### src/rtl/touch_pkg.sv
// Shared types and constants for the touchscreen packet receiver.
// Holds receiver/parser state encodings and the record layout.
package touch_pkg;

  localparam int SYNC_BIT = 7;
  localparam int PKT_LEN  = 5;
  localparam int COORD_W  = 12;
  localparam int PST_W    = $clog2(PKT_LEN);

  typedef enum logic [1:0] {
    RX_IDLE,
    RX_START,
    RX_DATA,
    RX_STOP
  } rx_state_t;

  typedef enum logic [PST_W-1:0] {
    P_WAIT_SYNC,
    P_GOT0,
    P_GOT1,
    P_GOT2,
    P_GOT3
  } pkt_state_t;

  typedef struct packed {
    logic [COORD_W-1:0] x;
    logic [COORD_W-1:0] y;
    logic               pen;
  } touch_rec_t;

  function automatic logic [COORD_W-1:0] coord(
    input logic [6:0] lo,
    input logic [4:0] hi
  );
    return {hi, lo};
  endfunction

endpackage

### src/rtl/uart_rx_byte.sv
// 8N1 byte receiver with 2-flop input synchronizer.
// Strobe and frame error are decoded on the stop-bit sample cycle.
module uart_rx_byte
  import touch_pkg::*;
#(
  parameter int CLK_HZ = 50000000,
  parameter int BAUD   = 9600
) (
  input  logic       i_clk,
  input  logic       i_rst_n,
  input  logic       i_rxd,
  output logic [7:0] o_data,
  output logic       o_strobe,
  output logic       o_ferr
);

  localparam int BIT_CYC = CLK_HZ / BAUD;
  localparam int HALF    = BIT_CYC / 2;
  localparam int CNT_W   = $clog2(BIT_CYC + 1);

  logic [1:0]       r_sync;
  logic             r_prev;
  rx_state_t        r_state;
  logic [CNT_W-1:0] r_cnt;
  logic [2:0]       r_bit;
  logic [7:0]       r_shift;

  logic w_rxd;
  logic w_half;
  logic w_full;
  logic w_stop;

  assign w_rxd  = r_sync[1];
  assign w_half = (r_cnt == CNT_W'(HALF - 1));
  assign w_full = (r_cnt == CNT_W'(BIT_CYC - 1));
  assign w_stop = (r_state == RX_STOP) && w_full;

  always_ff @(posedge i_clk or negedge i_rst_n) begin
    if (!i_rst_n) begin
      r_sync  <= 2'b11;
      r_prev  <= 1'b1;
      r_state <= RX_IDLE;
      r_cnt   <= '0;
      r_bit   <= '0;
      r_shift <= '0;
    end else begin
      r_sync <= {r_sync[0], i_rxd};
      r_prev <= w_rxd;
      unique case (r_state)
        RX_IDLE: begin
          r_cnt <= '0;
          if (r_prev && !w_rxd)
            r_state <= RX_START;
        end
        RX_START: begin
          if (w_half) begin
            r_cnt   <= '0;
            r_bit   <= '0;
            r_state <= w_rxd ? RX_IDLE : RX_DATA;
          end else begin
            r_cnt <= r_cnt + 1'b1;
          end
        end
        RX_DATA: begin
          if (w_full) begin
            r_cnt   <= '0;
            r_shift <= {w_rxd, r_shift[7:1]};
            r_bit   <= r_bit + 1'b1;
            if (r_bit == 3'd7)
              r_state <= RX_STOP;
          end else begin
            r_cnt <= r_cnt + 1'b1;
          end
        end
        RX_STOP: begin
          if (w_full) begin
            r_cnt   <= '0;
            r_state <= RX_IDLE;
          end else begin
            r_cnt <= r_cnt + 1'b1;
          end
        end
        default: r_state <= RX_IDLE;
      endcase
    end
  end

  assign o_data   = r_shift;
  assign o_strobe = w_stop && w_rxd;
  assign o_ferr   = w_stop && !w_rxd;

endmodule

### src/rtl/touch_packet_rx.sv
// Touch controller packet parser with a valid/ready output register.
// Overwrites an unconsumed record and flags it as a sticky overrun.
module touch_packet_rx
  import touch_pkg::*;
#(
  parameter int CLK_HZ = 50000000,
  parameter int BAUD   = 9600
) (
  input  logic               clk_clk,
  input  logic               reset_reset_n,
  input  logic               touchscreen_rxd,
  output logic               touch_valid,
  input  logic               touch_ready,
  output logic [COORD_W-1:0] touch_x,
  output logic [COORD_W-1:0] touch_y,
  output logic               touch_pen,
  output logic               err_overrun,
  output logic               err_frame,
  input  logic               err_clear
);

  logic [7:0] w_byte;
  logic       w_byte_stb;
  logic       w_ferr;
  logic       w_sync;
  logic       w_done;
  logic       w_xfer;
  touch_rec_t w_rec;

  pkt_state_t r_pstate;
  logic       r_pen;
  logic [6:0] r_x_lo;
  logic [4:0] r_x_hi;
  logic [6:0] r_y_lo;
  touch_rec_t r_rec;
  logic       r_valid;
  logic       r_ovr;
  logic       r_err_frame;

  uart_rx_byte #(
    .CLK_HZ (CLK_HZ),
    .BAUD   (BAUD)
  ) u_rx (
    .i_clk    (clk_clk),
    .i_rst_n  (reset_reset_n),
    .i_rxd    (touchscreen_rxd),
    .o_data   (w_byte),
    .o_strobe (w_byte_stb),
    .o_ferr   (w_ferr)
  );

  assign w_sync = w_byte[SYNC_BIT];
  assign w_done = w_byte_stb && !w_sync && (r_pstate == P_GOT3);
  assign w_xfer = r_valid && touch_ready;

  assign w_rec.x   = coord(r_x_lo, r_x_hi);
  assign w_rec.y   = coord(r_y_lo, w_byte[4:0]);
  assign w_rec.pen = r_pen;

  always_ff @(posedge clk_clk or negedge reset_reset_n) begin
    if (!reset_reset_n) begin
      r_pstate <= P_WAIT_SYNC;
      r_pen    <= 1'b0;
      r_x_lo   <= '0;
      r_x_hi   <= '0;
      r_y_lo   <= '0;
    end else if (w_ferr) begin
      r_pstate <= P_WAIT_SYNC;
    end else if (w_byte_stb) begin
      if (w_sync) begin
        r_pen    <= w_byte[0];
        r_pstate <= P_GOT0;
      end else begin
        unique case (r_pstate)
          P_WAIT_SYNC: ;
          P_GOT0: begin
            r_x_lo   <= w_byte[6:0];
            r_pstate <= P_GOT1;
          end
          P_GOT1: begin
            r_x_hi   <= w_byte[4:0];
            r_pstate <= P_GOT2;
          end
          P_GOT2: begin
            r_y_lo   <= w_byte[6:0];
            r_pstate <= P_GOT3;
          end
          P_GOT3:  r_pstate <= P_WAIT_SYNC;
          default: r_pstate <= P_WAIT_SYNC;
        endcase
      end
    end
  end

  // a completion during a transfer reloads without counting as overrun
  always_ff @(posedge clk_clk or negedge reset_reset_n) begin
    if (!reset_reset_n) begin
      r_rec       <= '0;
      r_valid     <= 1'b0;
      r_ovr       <= 1'b0;
      r_err_frame <= 1'b0;
    end else begin
      r_err_frame <= w_ferr;
      if (w_done) begin
        r_rec   <= w_rec;
        r_valid <= 1'b1;
      end else if (w_xfer) begin
        r_valid <= 1'b0;
      end
      if (w_done && r_valid && !touch_ready)
        r_ovr <= 1'b1;
      else if (err_clear)
        r_ovr <= 1'b0;
    end
  end

  assign touch_valid = r_valid;
  assign touch_x     = r_rec.x;
  assign touch_y     = r_rec.y;
  assign touch_pen   = r_rec.pen;
  assign err_overrun = r_ovr;
  assign err_frame   = r_err_frame;

endmodule

### config.mk
export PLATFORM = sky130hd
export DESIGN_NAME = touch_packet_rx
export DESIGN_NICKNAME = d
export VERILOG_FILES = /design/src/rtl/touch_pkg.sv /design/src/rtl/uart_rx_byte.sv /design/src/rtl/touch_packet_rx.sv
export SDC_FILE = /design/constraint.sdc
export NUM_CORES = 1
export LEC_CHECK = 0
export BUFFER_PORTS_ARGS = -buffer_cell sky130_fd_sc_hd__buf_2
export CELL_PAD_IN_SITES_DETAIL_PLACEMENT = 1
export CELL_PAD_IN_SITES_GLOBAL_PLACEMENT = 1
export CORE_MARGIN = 5
export CORE_UTILIZATION = 45
export DETAILED_ROUTE_END_ITERATION = 8
export PLACE_DENSITY = 0.74
export SLEW_MARGIN = 20
export SYNTH_ARGS = -nofsm -noshare
export SYNTH_HDL_FRONTEND = slang
export SYNTH_SLANG_ARGS = --single-unit
### constraint.sdc
create_clock -name clk_clk -period 2.7 [get_ports clk_clk]
set_clock_uncertainty 0.15 [all_clocks]
set_input_delay 0.135 -clock clk_clk [delete_from_list [all_inputs] [get_ports clk_clk]]
set_output_delay 0.135 -clock clk_clk [all_outputs]
set_load 0.005 [all_outputs]
==> impl_results.md <==
* Initial antenna violation count at 0
* First-pass GRT wire length at 11.76 mm
* Hold WC Path Type: input pin to async pin
* Synth cell count leaders: dfrtp_1, mux2_2, nor2_1
* Final hold violation count at 0
* Avg Inst Size Synth at 13.71 µm²
* CP Cell Sequence: ha_1 > and4bb_1 > nand4_4 > or3_1 > nor3b_4 > buf_12 > mux2_2
* Worst r2r path cells at 7
* Number of global-route vias before repair at 2293
* CP Launch Type: flip-flop
* H-tree levels at 3
* CP endpoint kind: flip-flop
* Synth area leaders: dfrtp_1, mux2_2, mux2_4
* Synth area leader: dfrtp_1
* Final setup TNS at 0 ns
* WP data required at 2.79 ns
* Vert. Die Dim at 98.14 µm
* Seq/Total Area, Yosys at 57.37%
* Syn Nets at 267
* Clk slew on worst S/H paths at 0.09 ns
* Final WL at 6.867 mm
* Max stage delay on crit path at 0.43 ns
* Max Clk Rate at 392.6 MHz
* Synth Register Bits at 80
* Critical path type: flip-flop to flip-flop
* I/O Buffers at 32
* Clock buffer depth at 2
* Post-synth EDFFs at 0
* Mapped Area at 0.003496 mm²
* Worst-path fanout max at 8
* Post-route DRC at 0
* Top-count cell post-synth: dfrtp_1
* Die Width at 98.14 µm
* Commonest register cell after synthesis: dfrtp_1
* Root Driver: clkbuf_8
* Antenna cells at 0
* FF-to-FF Start: u_rx.r_cnt[0]
* Initial Utilization at 45.71%
* Vias per Instance at 5.195
* Flop2flop setup slack at 0.15 ns
* Num CTS Buffers at 9
* Max_cap viols at 0
* CTS Sinks at 80
* VDD IR max at 0.0003442 V
* Worst path top cell family by delay: simple AND/OR/NAND/NOR gates
* GRT Overall Usage at 15.35%
* Area of the core at 0.007647 mm²
* Number of library cell types mapped by synthesis at 42
* Largest net degree at the start of global routing at 81
* Reg2reg end: r_x_lo[4]
* Post-Synthesis Cells at 255
* Row count at 32
* Final setup viols at 0
* Clk Latency, worst-skew pair at 0.35 ns
* Tmin final at 2.547 ns
* Layout area overhead at 16.00%
* Slew headroom at 51.03%
* Pins over their slew limit at 0
* Highest-delay cell along the critical path: or3_1
* Synth top area share at 55.12%
* Status: finished, final reports clean
* ANT nets after route at 0
* Worst slew pin tran at 0.7346 ns
* RSZ-0062 raised after global routing: no
* CP Buf/Inv Count at 1
* Drt initial violations at 80
* Arrival @ worst endpoint at 2.63 ns
* Grt ovf at 0
* Layout cells sized above 1 at 38.64%
* Final period utilization at 94.34%
* Placed wire-length estimate at 4.592 mm
* Static Leak at 2.078 nW
* Full die area at 0.009631 mm²
* Synthesis Warnings at 0
* WL per Instance at 16.75 µm
* TritonCTS clock tree: done
* PD cells at 623.9 mW/mm²
* Ys async rst share at 100.0%
* TritonRoute pass-1 iters at 4
* IO Pins at 33
* Tot Pwr at 2.530 mW
* Via count at 2130
* Gp weighted congestion at 0.7582
* Layout net count at 315
## worst reg2reg max path, stage by stage (launching register included)
cell and delay [ns]:
dfrtp_1 0.39, ha_1 0.27, and4bb_1 0.28, nand4_4 0.15
or3_1 0.43, nor3b_4 0.26, buf_12 0.15, mux2_2 0.34
## cells by family after synthesis
kind of cell    synth area share, %
flops                         57.37
buf+inv                       2.469
fa+ha+maj                     2.505
mux                           18.68
simple gates                  12.17
xor+xnor                      2.756
compound gates                4.045
## worst max-delay path by stage
stage / from / end / slack, ns / cells after the start
2_1_floorplan: u_rx.r_cnt[0] / r_x_lo[0] / 0.35 / 6
3_3_place_gp: u_rx.r_cnt[0] / r_x_lo[3] / 0.20 / 6
3_5_place_dp: u_rx.r_cnt[0] / r_x_lo[4] / 0.1 / 6
4_1_cts: u_rx.r_cnt[0] / r_x_lo[4] / 0.08 / 6
5_1_grt: u_rx.r_cnt[0] / r_x_lo[4] / 0.01 / 7
6_report: u_rx.r_cnt[0] / r_x_lo[4] / 0.15 / 7
## repair_timing
item                                    in CTS  in global routing
resized for setup                            0                  1
hold buffers                                 4                  0
buffers inserted                             0                  1
endpoints found under the setup margin       0                 12
hold endpoints to repair                    80                  0
## where the power goes
group          switching, mW  internal (mW)
sequential            0.0312           1.23
combinational          0.215          0.123
clock                  0.484          0.448
total                  0.729           1.80
## metal layers
| metal | global-route usage, % | up-vias | part of all wire (%) |
|---|---|---|---|
| li1 | - | 1006 | - |
| met2 | 23.35 | 33 | 47 |
| met1 | 21.37 | 1081 | 48 |
| met4 | 5.672 | 0 | 1.6 |
| met5 | 0 | - | 0 |
| met3 | 3.857 | 10 | 3.5 |
## flip-flops by register name (all words and copies together), names as in the netlist, named ones only
signal        flops
r_x_lo            7
u_rx.r_cnt       13
u_rx.o_data       8
r_x_hi            5
u_rx.r_state      1
err_overrun       1
u_rx.r_prev       1
r_pstate          3
r_y_lo            7
r_pen             1
u_rx.r_sync       2
u_rx.r_bit        3
touch_valid       1
touch_pen         1
touch_y          12
err_frame         1
touch_x          12
## stage by stage
step           area (µm²)  worst slack, ns  hold slack (ns)  std cells  utilization [%]
2_1_floorplan        3496           0.3501          -0.3106        255                -
3_3_place_gp         3779           0.2045          0.09027        389            49.41
3_5_place_dp         3779          0.09728          0.09219        389            49.41
4_1_cts              4029          0.07700           0.2111        409            52.68
5_1_grt              4055          0.01212           0.2176        410            53.03
6_report             4055           0.1529           0.2104        410            53.03
## cell type report
type	count	area, µm²
Fill cell	784	3592
Inverter	9	33.78
Timing Repair Buffer	43	271.5
Clock buffer	9	123.9
Sequential cell	80	2006
Multi-Input combinational cell	160	1406
Tap cell	102	127.6
Clock inverter	7	86.33
## cells in the final DEF (no fill, tap or decap), types with 6 or more instances in the layout
master     n
buf_2     31
buf_4      6
clkbuf_8   9
dfrtp_1   77
ha_1       7
inv_1      9
mux2_2    34
mux2_4    18
nand2_1   12
nand2b_1   6
nor2_1    21
xor2_1     6
No activity file was read; power rests on OpenSTA's default activity.
